### config.mk
export PLATFORM = sky130hd
export DESIGN_NAME = dino_jump_ctrl
export DESIGN_NICKNAME = d
export VERILOG_FILES = /design/src/rtl/dino_jump_ctrl.sv
export SDC_FILE = /design/constraint.sdc
export NUM_CORES = 1
export LEC_CHECK = 0
export BUFFER_PORTS_ARGS = -buffer_cell sky130_fd_sc_hd__clkbuf_2
export CAP_MARGIN = 0
export CORE_MARGIN = 2
export CORE_UTILIZATION = 52
export CTS_CLUSTER_DIAMETER = 40
export DETAILED_ROUTE_END_ITERATION = 12
export PLACE_DENSITY = 0.73
export SYNTH_ARGS = -nofsm -noshare
export SYNTH_HDL_FRONTEND = slang
export SYNTH_SLANG_ARGS = --single-unit
### constraint.sdc
create_clock -name CLOCK_50 -period 3.7 [get_ports CLOCK_50]
set_input_delay 0.37 -clock CLOCK_50 [delete_from_list [all_inputs] [get_ports CLOCK_50]]
set_output_delay 0.37 -clock CLOCK_50 [all_outputs]
set_load 0.03 [all_outputs]
### src/rtl/dino_jump_ctrl.sv
// dino_jump_ctrl
// ----------------------------------------------------------------------------
// Jump sequencer for the dinosaur sprite. It decodes raw PS/2 scancode bytes
// into jump/duck key state. A tick-paced ballistic FSM then produces the
// dino's height above ground for the renderer and the collision logic.
//
// Optional feature macro: SHORT_HOP_EN
//   defined   : while rising, releasing the jump key caps the upward velocity
//               at CUT_VEL straight away, giving a short hop.
//   undefined : key release has no effect, so every jump reaches full height.
//
// Ports
//   CLOCK_50         in   system clock
//   reset            in   asynchronous, active-high reset
//   ps2_key_data     in   [7:0] scancode byte from PS2_Controller
//   ps2_key_pressed  in   one-cycle strobe qualifying ps2_key_data
//   freeze           in   1 = physics and tick counter hold (keys still tracked)
//   height           out  [9:0] unsigned height above ground
//   velocity         out  [7:0] signed vertical velocity, units/tick
//   state            out  [1:0] 0 IDLE, 1 RISE, 2 FALL, 3 LAND (debug-visible FSM)
//   airborne         out  state is RISE or FALL
//   ducking          out  duck key held while IDLE
//   landed           out  one-cycle pulse on entry to LAND
//   jump_held        out  jump key currently down
//   duck_held        out  duck key currently down
//
// Handshake: the input side has no back-pressure. A byte is consumed on every
// cycle where ps2_key_pressed is 1, and ignored otherwise.
// ----------------------------------------------------------------------------
module dino_jump_ctrl #(
  parameter int             TICK_DIV   = 1562500,
  parameter logic [7:0]     JUMP_CODE  = 8'h1C,
  parameter logic [7:0]     DUCK_CODE  = 8'h1B,
  parameter int             JUMP_VEL   = 40,
  parameter int             GRAVITY    = 2,
  parameter int             MAX_HEIGHT = 1000,
  parameter int             CUT_VEL    = 8
) (
  input  logic       CLOCK_50,
  input  logic       reset,
  input  logic [7:0] ps2_key_data,
  input  logic       ps2_key_pressed,
  input  logic       freeze,
  output logic [9:0] height,
  output logic [7:0] velocity,
  output logic [1:0] state,
  output logic       airborne,
  output logic       ducking,
  output logic       landed,
  output logic       jump_held,
  output logic       duck_held
);

  typedef enum logic [1:0] {
    ST_IDLE = 2'd0,
    ST_RISE = 2'd1,
    ST_FALL = 2'd2,
    ST_LAND = 2'd3
  } state_t;

  localparam int                  CNT_W      = (TICK_DIV > 1) ? $clog2(TICK_DIV) : 1;
  localparam logic [CNT_W-1:0]    CNT_RELOAD = CNT_W'(TICK_DIV - 1);
  localparam logic signed [11:0]  GRAV_S     = 12'(GRAVITY);
  localparam logic signed [11:0]  MAX_S      = 12'(MAX_HEIGHT);
  localparam logic signed [11:0]  VEL_MIN    = -12'sd128;
  localparam logic [9:0]          MAX_H10    = 10'(MAX_HEIGHT);
  localparam logic signed [7:0]   JUMP_V8    = 8'(JUMP_VEL);
`ifdef SHORT_HOP_EN
  localparam logic signed [7:0]   CUT_S      = 8'(CUT_VEL);
`endif

  // Elaboration-time guard: out-of-range parameters would break the
  // no-wrap guarantees of the arithmetic below.
  if (JUMP_VEL < 1 || JUMP_VEL > 127 || GRAVITY < 1 || MAX_HEIGHT < 0 ||
      MAX_HEIGHT > 1023 || CUT_VEL < 0 || CUT_VEL > 127 || TICK_DIV < 1)
  begin : g_param_check
    $error("dino_jump_ctrl: parameter out of range");
  end

  // Registered state
  logic [CNT_W-1:0]   cnt_q, cnt_d;
  logic               ext_q, ext_d;
  logic               brk_q, brk_d;
  logic               jump_held_q, jump_held_d;
  logic               duck_held_q, duck_held_d;
  logic               jump_req_q, jump_req_d;
  state_t             state_q, state_d;
  logic [9:0]         height_q, height_d;
  logic signed [7:0]  vel_q, vel_d;
  logic               landed_q, landed_d;

  // Combinational helpers
  logic               tick;
  logic               jump_make;
  logic               req_consume;
  logic signed [11:0] height_ext, vel_ext, sum, nv_wide;
  logic signed [7:0]  vel_next;

  // Physics tick divider. It holds completely while frozen, so a freeze
  // resumes mid-period exactly where it stopped.
  always_comb begin
    tick  = !freeze && (cnt_q == '0);
    cnt_d = cnt_q;
    if (!freeze) begin
      cnt_d = (cnt_q == '0) ? CNT_RELOAD : cnt_q - CNT_W'(1);
    end
  end

  // Scancode parser. E0/F0 are prefixes. Any other byte ends the sequence.
  // Extended-prefixed keys are ignored, so E0 1C never counts as jump.
  always_comb begin
    ext_d       = ext_q;
    brk_d       = brk_q;
    jump_held_d = jump_held_q;
    duck_held_d = duck_held_q;
    jump_make   = 1'b0;
    if (ps2_key_pressed) begin
      if (ps2_key_data == 8'hE0) begin
        ext_d = 1'b1;
      end else if (ps2_key_data == 8'hF0) begin
        brk_d = 1'b1;
      end else begin
        if (!ext_q) begin
          if (ps2_key_data == JUMP_CODE) begin
            jump_held_d = !brk_q;
            jump_make   = !brk_q;
          end
          if (ps2_key_data == DUCK_CODE) begin
            duck_held_d = !brk_q;
          end
        end
        ext_d = 1'b0;
        brk_d = 1'b0;
      end
    end
  end

  // Ballistic arithmetic, done at 12 bits signed so that nothing wraps
  always_comb begin
    height_ext = {2'b00, height_q};
    vel_ext    = {{4{vel_q[7]}}, vel_q};
    sum        = height_ext + vel_ext;
    nv_wide    = vel_ext - GRAV_S;
    vel_next   = (nv_wide < VEL_MIN) ? 8'sh80 : nv_wide[7:0];
  end

  // FSM next-state and physics update, tick-gated
  always_comb begin
    state_d     = state_q;
    height_d    = height_q;
    vel_d       = vel_q;
    landed_d    = 1'b0;
    req_consume = 1'b0;
    if (tick) begin
      case (state_q)
        ST_IDLE: begin
          if (jump_req_q) begin
            req_consume = 1'b1;
            if (!duck_held_q) begin
              vel_d   = JUMP_V8;
              state_d = ST_RISE;
            end
          end
        end
        ST_RISE, ST_FALL: begin
          if (sum <= 12'sd0) begin
            height_d = 10'd0;
            vel_d    = 8'sd0;
            state_d  = ST_LAND;
            landed_d = 1'b1;
          end else if (sum > MAX_S) begin
            // Hitting the ceiling kills the upward motion outright
            height_d = MAX_H10;
            vel_d    = 8'sd0;
            state_d  = ST_FALL;
          end else begin
            height_d = sum[9:0];
            vel_d    = vel_next;
            state_d  = (vel_next > 8'sd0) ? ST_RISE : ST_FALL;
          end
        end
        ST_LAND: begin
          state_d = ST_IDLE;
        end
        default: begin
          state_d = ST_IDLE;
        end
      endcase
    end

`ifdef SHORT_HOP_EN
    // Release cut. It reacts on the same cycle the key goes up and is not
    // tick-gated. It is applied after the tick update, so it also caps nv.
    if (!freeze && state_q == ST_RISE && jump_held_q && !jump_held_d &&
        vel_d > CUT_S) begin
      vel_d = CUT_S;
    end
`endif

    // A fresh make (not a typematic repeat) is accepted only on the ground.
    // If a new request and a consumption coincide, the new request wins.
    jump_req_d = (jump_req_q && !req_consume) ||
                 (jump_make && !jump_held_q &&
                  (state_q == ST_IDLE || state_q == ST_LAND));
  end

  always_ff @(posedge CLOCK_50 or posedge reset) begin
    if (reset) begin
      cnt_q       <= CNT_RELOAD;
      ext_q       <= 1'b0;
      brk_q       <= 1'b0;
      jump_held_q <= 1'b0;
      duck_held_q <= 1'b0;
      jump_req_q  <= 1'b0;
      state_q     <= ST_IDLE;
      height_q    <= 10'd0;
      vel_q       <= 8'sd0;
      landed_q    <= 1'b0;
    end else begin
      cnt_q       <= cnt_d;
      ext_q       <= ext_d;
      brk_q       <= brk_d;
      jump_held_q <= jump_held_d;
      duck_held_q <= duck_held_d;
      jump_req_q  <= jump_req_d;
      state_q     <= state_d;
      height_q    <= height_d;
      vel_q       <= vel_d;
      landed_q    <= landed_d;
    end
  end

  assign height    = height_q;
  assign velocity  = vel_q;
  assign state     = state_q;
  assign airborne  = (state_q == ST_RISE) || (state_q == ST_FALL);
  assign ducking   = duck_held_q && (state_q == ST_IDLE);
  assign landed    = landed_q;
  assign jump_held = jump_held_q;
  assign duck_held = duck_held_q;

endmodule
---- Yosys cells after proc, flatten, opt, wreduce, memory -nomap -nowiden ----
Index checks and enable logic that the tools add are counted.
storage, ports and cells
  bits in registers ....................... 47
  latch bits .............................. 0
  memory bits (writable) .................. 0
  bits in read-only memories .............. 0
  input bits .............................. 12
  output and inout bits ................... 25
  word-level logic and storage cells ...... 82
  memories ................................ 0
operators by class
  add/sub/neg operators ................... 3
  multiply operators ...................... 0
  divide/modulo/power cells ............... 0
  order comparisons ....................... 4
  eq/ne operators ......................... 10
  shift-type cells ........................ 0
  mux-type cells .......................... 29
  bitwise gates (word level) .............. 3
  reduce and logical (&&, ||, !) cells .... 23
operator list
  kind                                                             number
  two-way mux 8 bit                                                5
  zero test 21 bit                                                 1
  two-way mux 21 bit                                               1
  subtractor 21 x 1 -> 21 bit, second input constant               1
  two-way mux 10 bit                                               2
  == test 8 x 5 -> 1 bit, second input constant                    2
  == test 8 bit, second input constant                             2
  one-hot mux 8 bit (2 select lines)                               1
  two-way mux 1 bit                                                14
  adder 11 x 8 -> 12 bit                                           1
  greater-than comparator 12 x 11 -> 1 bit, second input constant  1
  less-or-equal comparator 12 x 1 -> 1 bit, second input constant  1
  two-way mux 2 bit                                                5
  AND reduction 5 bit                                              2
  < comparator 9 x 8 -> 1 bit, second input constant               1
  subtractor 8 x 3 -> 9 bit, second input constant                 1
  greater-than comparator 8 x 1 -> 1 bit, second input constant    1
  inequality test 2 bit, second input constant                     3
  one-hot mux 2 bit (3 select lines)                               1
  AND reduction 2 bit                                              3
  logical AND 1 bit                                                5
  == test 2 bit, second input constant                             2
  zero test 1 bit                                                  4
  AND reduction 4 bit                                              1
  other kinds (7)                                                  11

---- Longest topological paths before layout ----
  word-level depth ........................ 9
  gate-level depth with buffers ........... 11
  mapped depth without buffers ............ 10

---- Worst setup path after synthesis ----
Ideal clock, no wire load.
  path type ............................... register -> register
  from .................................... reg height_q[0], in the netlist height[0]
  to ...................................... reg state_q[0], in the netlist state[0]
  setup time .............................. 129 ps
  arrival ................................. 2,885 ps
  required time ........................... 3,571 ps
  slack ................................... 686 ps
  stages on the path, launching flop included .. 11
  path buffers ............................ 0
  clock period less this slack ............ 3,014 ps
  cell sequence ........................... dfrtp_1 ha_1 fa_1 a21o_1 a221oi_2 o211a_1 nor2_1 or4_4 a211oi_2 o21ba_2 a21oi_1
on the way
  longest elaborated chain between the ends .. 5
  elaborated cells on any way between the ends .. 6
  classes of those cells .................. add/sub (1); order compare (2); mux (3)
RTL lines
  what                                      RTL line  text
  from (decl)                               88        logic [9:0] height_q, height_d;
  from (signal assigned)                    227       height_q <= height_d;
  adder 11 x 8 -> 12 bit (*)                142       sum = height_ext + vel_ext;
  greater-than comparator 12 x 11 -> 1 bit  171       end else if (sum > MAX_S) begin
  two-way mux 2 bit                         171
  two-way mux 2 bit (*)                     166       if (sum <= 12'sd0) begin
  one-hot mux 2 bit (3 select lines) (*)    155       case (state_q)
  to (signal assigned)                      226       state_q <= state_d;
  to (decl)                                 87        state_t state_q, state_d;
Mark *: on every way between the ends. The rest lies on a longest branch, timed or not.
A chain may end at the register's enable or synchronous reset.

---- Worst setup path after layout ----
  from .................................... reg vel_q[0], in the netlist velocity[0]
  to ...................................... reg state_q[0], in the netlist state[0]
on the way
  longest elaborated chain between the ends .. 8
  elaborated cells on any way between the ends .. 11
  classes of those cells .................. add/sub (2); order compare (4); mux (5)
RTL lines
  what                                    RTL line  text
  from (decl)                             89        logic signed [7:0] vel_q, vel_d;
  from (signal assigned)                  228       vel_q <= vel_d;
  subtractor 8 x 3 -> 9 bit               143       nv_wide = vel_ext - GRAV_S;
  < comparator 9 x 8 -> 1 bit             144       vel_next = (nv_wide < VEL_MIN) ? 8'sh80 : nv_wide[7:0];
  two-way mux 8 bit                       144
  greater-than comparator 8 x 1 -> 1 bit  179       state_d = (vel_next > 8'sd0) ? ST_RISE : ST_FALL;
  two-way mux 2 bit                       179
  two-way mux 2 bit                       171
  two-way mux 2 bit (*)                   166
  one-hot mux 2 bit (3 select lines) (*)  155
Marked as above.

==> metrics.txt <==
status=finished clean; Gate power share=32.7%; Skew-Pair Late Insertion Delay=0.31 ns; vias post-DR=2684; Sw Share=37.7%; # rows=27; Core Box Area=5610 um2; Max-Cap Viols=0; postcts setup bufs=0; synth warn=0; Die Ht=80.8 um; input/output buffers=36; Clk pwr share=20.8%; final hold vios=0; Fin Hold WS=0.269 ns; CP Class=register to register; min cycle time layout=3.17 ns; # hold bufs at CTS=0; Critical Path Sink=state[0]$_DFFE_PP0P_; type of origin of the critical path=register; commonest cells after routing, fill and taps aside=clkbuf_2, dfrtp_1, nor2_1; Critical Path End Type=register; dominant cells by area after synthesis=dfrtp_1, dfstp_2, ha_1, nor2_1, xnor2_1; largest net degree at the start of global routing=48; Placer Congestion=0.894; root buf cell=clkbuf_8; clock sinks=47; commonest non-fill, non-tap cell in the layout=clkbuf_2; drt first pass iters=5; Reg2Reg Depth=10; Clk pin slew, worst setup/hold paths=0.10 ns; Leak=1.62 nW; Crit Path Max Fanout=4; post-synthesis register bit count=47; Power Dens Cells=483 nW/um2; Post-Synthesis Cells=330; worst reg2reg endpoint=state[0]$_DFFE_PP0P_; hold crit path type=input pin to async pin; nets=398; Arr. time, crit path=3.37 ns; die footprint=6520 um2; final setup fails=0; Total GRT Usage=23.3%; # resized after CTS=0; number of CTS-inserted buffers=5; number of synthesized flops with an enable pin=0; # DRC=0; chip width=80.8 um; antenna violations before repair=0; GR Overflow Total=0; Starting Density=54.6%; global-route wire length before repair=11.7 mm; Syn Area/Cell=9.29 um2; average wire per standard cell=15.8 um; drt via density=6.07; setup slack on the worst flop-to-flop path=0.53 ns; setup TNS=0 ns; Synthesized Nets=359; post-synth cell types=63; Routed Antenna Nets=0; asr flop ratio synth=100%; Reg2Reg Launch Point=velocity[0]$_DFFE_PP0P_; clock buffer depth=2; Flop pwr share=46.5%; post-synth top area cell=dfrtp_1; Relative slew margins=33.8%; worst clock skew=0.0115 ns; Psw=0.622 mW; Yosys top cell area share=27.8%; I/O pin cnt=37; layout cells sized above 1=20.5%; Primary FF master, synth=dfrtp_1; number of global-route vias before repair=2393; VDD IR max=0.277 mV; P&R area growth vs syn=11.4%; Critical Path RT=3.89 ns; initial drt markers=198; Slew Limit Fails=0; Slew @ Worst Pin=0.992 ns; max frequency=0.315 GHz; antenna cells=0; crit path from=velocity[0]$_DFFE_PP0P_; H-tree levels=2; final worst-path cycle share=85.8%; cell internal pwr=1.03 mW; RSZ-0062 raised after global routing=no; hpwl dp=5.17 mm; Post-Syn Area=3060 um2; CTS tree=built; Seq/Total Area, Yosys=38.9%; aggregate routed wire length=6.97 mm
## final cells by class
cell class              count  area [um2]
clock inverters             2        13.8
inverters                  16        60.1
flip-flops and latches     47        1190
well taps                  72        90.1
multi-input cells         260        1770
clock buffers               6        82.6
fillers                   499        2190
repair buffers             39         203
## logic make-up (layout without fill, tap and decap cells)
kind of cell	Yosys count	after routing	synth area share (%)
XOR/XNOR	20	20	5.72
AO/OA/AOI/OAI	87	87	19.6
buffers and inverters	23	63	3.23
multiplexers	4	4	1.35
AND/OR/NAND/NOR	132	132	24.0
flip-flops	47	47	38.9
adder cells (fa/ha/maj)	17	17	7.19
## worst min-delay path by stage
stage                         startpoint              endpoint  slack (ns)
finish                             reset  cnt_q[2]$_DFFE_PP0N_        0.27
global route             ps2_key_data[4]     brk_q$_DFFE_PP0P_        0.34
CTS                                reset  cnt_q[2]$_DFFE_PP0N_        0.30
detailed placement  cnt_q[0]$_DFFE_PP1N_  cnt_q[0]$_DFFE_PP1N_        0.48
global placement    cnt_q[0]$_DFFE_PP1N_  cnt_q[0]$_DFFE_PP1N_        0.48
floorplan                         freeze  cnt_q[0]$_DFFE_PP1N_        0.43
## stage by stage
stage / area [um2] / util (%) / total power [mW] / worst slack [ns] / cells
finish: 3410 / 60.9 / 1.65 / 0.526 / 442
global route: 3410 / 60.9 / 1.76 / 0.336 / 442
CTS: 3410 / 60.9 / 1.66 / 0.577 / 442
detailed placement: 3320 / 59.2 / 1.31 / 0.642 / 434
global placement: 3320 / 59.2 / 1.29 / 0.717 / 434
floorplan: 3060 / - / 1.17 / 0.686 / 330
## state kept, by name (all words and copies together), names as in the netlist, 2 cells and up
| name | count |
|---|---|
| height | 10 |
| cnt_q | 21 |
| velocity | 8 |
| state | 2 |
## critical path, stage by stage, from the launching register on
cell,delay [ns]
dfrtp_1,0.42
ha_1,0.24
fa_1,0.41
a21o_1,0.23
a221oi_2,0.37
xnor2_1,0.26
o211ai_1,0.20
or4_4,0.47
a211oi_2,0.24
o21ba_2,0.16
a21oi_1,0.05
## layer usage
layer	global-route usage (%)	part of all wire, %	routed length [um]	vias up
li1	-	-	-	1307
met1	33.5	49	3400	1292
met2	36.3	45	3110	75
met3	3.89	5.4	377	10
met4	6.78	1.3	89	0
met5	0	0	0	-
## cells in the mapped netlist, drive strengths merged (8+ instances only)
cell type  number
nor3           16
xnor2          12
dfrtp          34
o21ai          20
xor2            8
nor2           30
nor4            9
nand2          27
a21oi          18
ha             16
inv            16
dfstp          13
## power by group through the flow
| stage | combinational [mW] | clock [mW] | sequential (mW) |
|---|---|---|---|
| after floorplan | 0.394 | 0 | 0.780 |
| after global placement | 0.524 | 0 | 0.771 |
| after detailed placement | 0.537 | 0 | 0.776 |
| after CTS | 0.541 | 0.348 | 0.767 |
| after global routing | 0.600 | 0.368 | 0.788 |
| final | 0.540 | 0.343 | 0.768 |
(Power assumes the default switching activity.)
